### src/rtl/btn_pkg.sv
// Shared types and defaults for the pushbutton event decoder.
package btn_pkg;

  localparam int unsigned LONG_CYCLES_DEF   = 100_000_000;
  localparam int unsigned REPEAT_CYCLES_DEF = 20_000_000;

  typedef enum logic [1:0] {
    IDLE      = 2'd0,
    PRESSED   = 2'd1,
    LONG_HELD = 2'd2
  } btn_state_e;

  // One bit per single-cycle event, for consumers that want them as a bundle
  typedef struct packed {
    logic press;
    logic rel;
    logic short_p;
    logic long_p;
    logic rpt;
  } btn_events_t;

  function automatic int unsigned cyc_max(input int unsigned a, input int unsigned b);
    return (a > b) ? a : b;
  endfunction

endpackage

### src/rtl/edge_detect.sv
// Registered copy of a synchronous level plus rise/fall strobes against it.
module edge_detect #(
  parameter logic RST_VAL = 1'b0
) (
  input  logic clk,
  input  logic rst_n,
  input  logic d,
  output logic rise,
  output logic fall
);

  logic d_q;

  always_ff @(posedge clk or negedge rst_n) begin
    if (!rst_n) d_q <= RST_VAL;
    else        d_q <= d;
  end

  assign rise = d & ~d_q;
  assign fall = ~d & d_q;

endmodule

### src/rtl/btn_event_decoder.sv
// Classifies a debounced button level into press/release/short/long/repeat pulses.
// Auto-repeat in LONG_HELD is built only when AUTO_REPEAT_EN is defined.
module btn_event_decoder
  import btn_pkg::*;
#(
  parameter int unsigned LONG_CYCLES   = LONG_CYCLES_DEF,
  parameter int unsigned REPEAT_CYCLES = REPEAT_CYCLES_DEF
) (
  input  logic clk,
  input  logic rst_n,
  input  logic db_in,
  input  logic en,
  output logic press_pulse,
  output logic release_pulse,
  output logic short_press,
  output logic long_press,
  output logic repeat_pulse,
  output logic held
);

  localparam int unsigned CNT_W = $clog2(cyc_max(LONG_CYCLES, REPEAT_CYCLES)) + 1;

  if (LONG_CYCLES < 2 || REPEAT_CYCLES < 2) begin : g_param_chk
    $error("btn_event_decoder: LONG_CYCLES and REPEAT_CYCLES must be >= 2");
  end

  btn_state_e       state_q, state_d;
  logic [CNT_W-1:0] cnt_q, cnt_d;
  btn_events_t      ev_q, ev_d;
  logic             held_q;
  logic             rise, fall;

  // Reset value 1 so a button already held at reset needs a fresh press
  edge_detect #(.RST_VAL(1'b1)) u_edge (
    .clk   (clk),
    .rst_n (rst_n),
    .d     (db_in),
    .rise  (rise),
    .fall  (fall)
  );

  always_ff @(posedge clk or negedge rst_n) begin
    if (!rst_n) begin
      state_q <= IDLE;
      cnt_q   <= '0;
      ev_q    <= '0;
      held_q  <= 1'b0;
    end else begin
      state_q <= state_d;
      cnt_q   <= cnt_d;
      ev_q    <= ev_d;
      held_q  <= (state_d != IDLE);
    end
  end

  // In PRESSED/LONG_HELD the registered level is always 1, so fall == ~db_in there
  always_comb begin
    state_d = state_q;
    cnt_d   = cnt_q;
    ev_d    = '0;
    if (!en) begin
      state_d = IDLE;
      cnt_d   = '0;
    end else begin
      unique case (state_q)
        IDLE: begin
          if (rise) begin
            state_d  = PRESSED;
            cnt_d    = '0;
            ev_d.press = 1'b1;
          end
        end
        PRESSED: begin
          if (fall) begin
            state_d      = IDLE;
            cnt_d        = '0;
            ev_d.rel     = 1'b1;
            ev_d.short_p = 1'b1;
          end else if (cnt_q == CNT_W'(LONG_CYCLES - 1)) begin
            state_d     = LONG_HELD;
            cnt_d       = '0;
            ev_d.long_p = 1'b1;
          end else begin
            cnt_d = cnt_q + CNT_W'(1);
          end
        end
        LONG_HELD: begin
          if (fall) begin
            state_d  = IDLE;
            cnt_d    = '0;
            ev_d.rel = 1'b1;
          end else begin
`ifdef AUTO_REPEAT_EN
            if (cnt_q == CNT_W'(REPEAT_CYCLES - 1)) begin
              cnt_d    = '0;
              ev_d.rpt = 1'b1;
            end else begin
              cnt_d = cnt_q + CNT_W'(1);
            end
`else
            cnt_d = '0;
`endif
          end
        end
        default: begin
          state_d = IDLE;
          cnt_d   = '0;
        end
      endcase
    end
  end

  assign press_pulse   = ev_q.press;
  assign release_pulse = ev_q.rel;
  assign short_press   = ev_q.short_p;
  assign long_press    = ev_q.long_p;
  assign repeat_pulse  = ev_q.rpt;
  assign held          = held_q;

endmodule
### config.mk
export PLATFORM = sky130hd
export DESIGN_NAME = btn_event_decoder
export DESIGN_NICKNAME = d
export VERILOG_FILES = /design/src/rtl/btn_pkg.sv /design/src/rtl/edge_detect.sv /design/src/rtl/btn_event_decoder.sv
export SDC_FILE = /design/constraint.sdc
export NUM_CORES = 1
export LEC_CHECK = 0
export CAP_MARGIN = 20
export CORE_ASPECT_RATIO = 0.5
export CORE_MARGIN = 1
export CORE_UTILIZATION = 50
export DETAILED_ROUTE_END_ITERATION = 10
export HOLD_SLACK_MARGIN = 0.08
export PLACE_DENSITY = 0.76
export SLEW_MARGIN = 15
export SYNTH_ARGS = -nofsm -noshare
export SYNTH_HDL_FRONTEND = slang
export SYNTH_SLANG_ARGS = --single-unit
### constraint.sdc
create_clock -name clk -period 4.81 [get_ports clk]
set_input_delay 0.962 -clock clk [delete_from_list [all_inputs] [get_ports clk]]
set_output_delay 0.962 -clock clk [all_outputs]
set_load 0.005 [all_outputs]
==> impl_metrics.xml <==
<?xml version="1.0" encoding="UTF-8"?>
<metrics>
  <group name="status">
    <metric name="status" unit="">finished clean</metric>
  </group>
  <group name="detailed_routing">
    <metric name="routed.top_layer" unit="">met4</metric>
    <metric name="routedLengthMet1" unit="µm">2050</metric>
    <metric name="drt-total-wl" unit="µm">4010</metric>
    <metric name="wl_met2" unit="µm">1710</metric>
    <metric name="detail-route-antenna-nets" unit="">0</metric>
    <metric name="wire_per_inst" unit="µm">14.6</metric>
    <metric name="viasPerCell" unit="">5.68</metric>
    <metric name="route.vias.total" unit="">1561</metric>
    <metric name="dr_wl_met3" unit="µm">212</metric>
    <metric name="drt_drc_violations_left" unit="">0</metric>
    <metric name="detailedRoute.firstIterationViolations" unit="">62</metric>
    <metric name="firstDrtPassIters" unit="">4</metric>
  </group>
  <group name="cts">
    <metric name="tritoncts" unit="">done</metric>
    <metric name="cts.path.max_buffers" unit="">2</metric>
    <metric name="worst_setup_hold_path_clk_slew" unit="ns">0.07</metric>
    <metric name="root_buffer" unit="">sky130_fd_sc_hd__clkbuf_8</metric>
    <metric name="hold_fix_buffer_count_after_cts" unit="">0</metric>
    <metric name="insertion_delay" unit="ns">0.29</metric>
    <metric name="post_cts_resized" unit="">0</metric>
    <metric name="post_cts_buffers" unit="">0</metric>
    <metric name="numCtsBuffers" unit="">5</metric>
    <metric name="numClockSinks" unit="">36</metric>
    <metric name="ctsHtreeMaxLevel" unit="">2</metric>
  </group>
  <group name="grt">
    <metric name="global_route_wire_length_before_repair" unit="µm">6780</metric>
    <metric name="globalRoute.totalOverflow" unit="">0</metric>
    <metric name="largest_net_degree_at_the_start_of_global_routing" unit="">37</metric>
    <metric name="first_global_vias" unit="">1417</metric>
    <metric name="antenna_violations_before_repair" unit="">0</metric>
    <metric name="gr-usage-all-layers" unit="">0.215</metric>
  </group>
  <group name="synthesis">
    <metric name="yosys.area.top_type_share" unit="">0.445</metric>
    <metric name="avgSynthCellArea" unit="µm²">9.32</metric>
    <metric name="synth_top_cells_by_area" unit="">sky130_fd_sc_hd__dfrtp_1 (45%), sky130_fd_sc_hd__xor2_1 (6.2%), sky130_fd_sc_hd__nor2_1 (6.1%)</metric>
    <metric name="synth-edff-count" unit="">0</metric>
    <metric name="mappedNetlistArea" unit="µm²">1970</metric>
    <metric name="synth.yosys.seq_area_share" unit="">0.459</metric>
    <metric name="dominantRegCellSynth" unit="">sky130_fd_sc_hd__dfrtp_1</metric>
    <metric name="synth_cell_types" unit="">43</metric>
    <metric name="async_flop_share" unit="">1.00</metric>
    <metric name="syn-num-nets" unit="">220</metric>
    <metric name="synth_largest_area_cell" unit="">sky130_fd_sc_hd__dfrtp_1</metric>
    <metric name="count_of_synthesis_stage_warnings_from_yosys" unit="">0</metric>
    <metric name="post_synth_inst_count" unit="">211</metric>
    <metric name="ys_ff_latch" unit="">36</metric>
  </group>
  <group name="floorplan">
    <metric name="fp.dieW" unit="µm">90.7</metric>
    <metric name="height_of_the_chip" unit="µm">46.4</metric>
    <metric name="core_area" unit="µm²">3600</metric>
    <metric name="io-pin-count" unit="">10</metric>
    <metric name="std_cell_rows" unit="">15</metric>
    <metric name="fp.dieArea" unit="µm²">4200</metric>
    <metric name="initial_utilization" unit="">0.546</metric>
  </group>
  <group name="worst_setup_path">
    <metric name="crit_buf_inv" unit="">1</metric>
    <metric name="cp.arrival" unit="ns">2.73</metric>
    <metric name="critical_path.endpoint_type" unit="">flop</metric>
    <metric name="cp_max_fo" unit="">5</metric>
    <metric name="cpLargestDelayFamily" unit="">simple AND/OR/NAND/NOR gates</metric>
    <metric name="crit-reg2reg-launch" unit="">cnt_q[1]$_DFFE_PN0P_</metric>
    <metric name="cp.required" unit="ns">4.99</metric>
    <metric name="critPathKind" unit="">input pin to flop</metric>
    <metric name="rr_endpoint" unit="">cnt_q[18]$_DFFE_PN0P_</metric>
    <metric name="reg2reg_setup_slack" unit="ns">2.87</metric>
    <metric name="critical-path-max-stage-delay" unit="ns">0.53</metric>
    <metric name="worst-r2r-cell-count" unit="">6</metric>
    <metric name="critPathSlowestCell" unit="">sky130_fd_sc_hd__clkdlybuf4s50_1</metric>
    <metric name="path_cells" unit="">clkdlybuf4s50_1 -&gt; nor2b_1 -&gt; o2111ai_1 -&gt; nor4b_1 -&gt; xnor2_1 -&gt; nor2_1</metric>
    <metric name="worstSetupStartpointType" unit="">input pin</metric>
  </group>
  <group name="timing">
    <metric name="worstMarginPinSlew" unit="ns">0.805</metric>
    <metric name="setup_violations" unit="">0</metric>
    <metric name="clock.fmax" unit="MHz">392</metric>
    <metric name="drv_slew" unit="">0</metric>
    <metric name="fin_skew" unit="ns">0.00925</metric>
    <metric name="relative_slew_slack" unit="">0.463</metric>
    <metric name="finalWorstPathRequiredPeriod" unit="ns">2.55</metric>
    <metric name="final.setup.worst_slack" unit="ns">2.26</metric>
    <metric name="rsz0062_at_grt" unit="">false</metric>
    <metric name="fin_setup_tns" unit="ns">0</metric>
    <metric name="finalCritPeriodShare" unit="">0.531</metric>
    <metric name="endpoints_failing_hold" unit="">0</metric>
  </group>
  <group name="cells_and_area">
    <metric name="antenna-diode-count" unit="">0</metric>
    <metric name="commonest_cells_after_routing_fill_and_taps_aside" unit="">sky130_fd_sc_hd__dfrtp_1 (35), sky130_fd_sc_hd__nor2_1 (32), sky130_fd_sc_hd__nand3_1 (15), sky130_fd_sc_hd__nand2_1 (15), sky130_fd_sc_hd__xor2_1 (14)</metric>
    <metric name="drive_gt1_frac" unit="">0.0714</metric>
    <metric name="layout_area_overhead" unit="%">10.9</metric>
    <metric name="final_common_cell" unit="">sky130_fd_sc_hd__dfrtp_1</metric>
    <metric name="finish.net_count" unit="">232</metric>
  </group>
  <group name="flow_run">
    <metric name="max_cap_viols" unit="">0</metric>
  </group>
  <group name="hold_path">
    <metric name="timing.hold.worst.class" unit="">flop to flop</metric>
    <metric name="hold_end" unit="">cnt_q[0]$_DFFE_PN0P_</metric>
    <metric name="hold_path.startpoint" unit="">cnt_q[0]$_DFFE_PN0P_</metric>
    <metric name="min_path_cells" unit="">1</metric>
  </group>
  <group name="placement">
    <metric name="buffer_ports.inserted" unit="">8</metric>
    <metric name="gp_congestion" unit="">0.833</metric>
    <metric name="pre_cts_slack" unit="ns">1.99</metric>
    <metric name="place.detailed.hpwl" unit="µm">2780</metric>
  </group>
  <group name="power">
    <metric name="pwr_per_cell_area" unit="nW/µm²">260</metric>
    <metric name="max_vdd_drop" unit="mV">0.0939</metric>
    <metric name="p_leak" unit="µW">0.000894</metric>
  </group>
</metrics>
[stage by stage]
stage                     std cells  total power (µW)  area, µm²  utilization  hold WS, ns
after floorplan                 211               336       1970            -        0.509
final                           275               567       2180        0.606        0.553
after global routing            275               586       2180        0.606        0.581
after CTS                       275               570       2180        0.606        0.556
after global placement          267               352       2090        0.581        0.543
after detailed placement        267               352       2090        0.581        0.552
[layer usage]
metal / global-route usage / vias to the layer above
met4: 0.0677 / 0
met3: 0.0627 / 7
met1: 0.291 / 744
met5: 0 / -
li1: - / 773
met2: 0.338 / 37
[power breakdown]
part,switching [µW],leakage [µW],total (µW),internal (µW)
clock,104,0.0000455,221,117
sequential,1.70,0.000498,307,305
combinational,27.7,0.000350,39.6,11.9
total,133,0.000894,567,434
[Yosys cell counts, drive strengths merged, types with 2 or more instances]
library cell  number
nor4b              3
inv                5
nand4             11
nand2b             4
nand2             15
and3               6
buf                3
nor3               5
dfrtp             35
nor4               4
nand3             15
nor2              32
ha                 5
o21ai              7
xnor2              7
a21oi              9
and2               2
or2                2
and4               4
xor2              14
nor3b              2
a22o               2
or3                3
o2111ai            2
nor2b              2
[logic make-up after synthesis]
group	Yosys count	share of synthesized area
buffers and inverters	9	0.0204
and+or+nand+nor	111	0.302
other	1	0.00191
DFF	36	0.459
AOI/OAI and AO/OA	28	0.0922
adders and majority gates	5	0.0318
xor gates and xnor gates	21	0.0935
[final cells by class]
class	count	area, µm²
Sequential cell	36	902
Multi-Input combinational cell	166	1020
Fill cell	311	1420
Timing Repair Buffer	9	82.6
Clock buffer	8	90.1
Inverter	5	18.8
Tap cell	51	63.8
[worst max path at each step]
stage,from,to,depth (start not counted)
floorplan,en,cnt_q[6]$_DFFE_PN0P_,6
global placement,db_in,cnt_q[24]$_DFFE_PN0P_,6
detailed placement,db_in,cnt_q[24]$_DFFE_PN0P_,6
CTS,db_in,cnt_q[24]$_DFFE_PN0P_,6
global route,db_in,cnt_q[24]$_DFFE_PN0P_,6
finish,db_in,cnt_q[24]$_DFFE_PN0P_,6
[registers in the layout, summed over array words and instances (netlist names)]
signal	count
u_edge.d_q	1
press_pulse	1
cnt_q	28
state_q	2
long_press	1
short_press	1
release_pulse	1
held	1
Note: power is estimated with default switching activity, not from simulation.
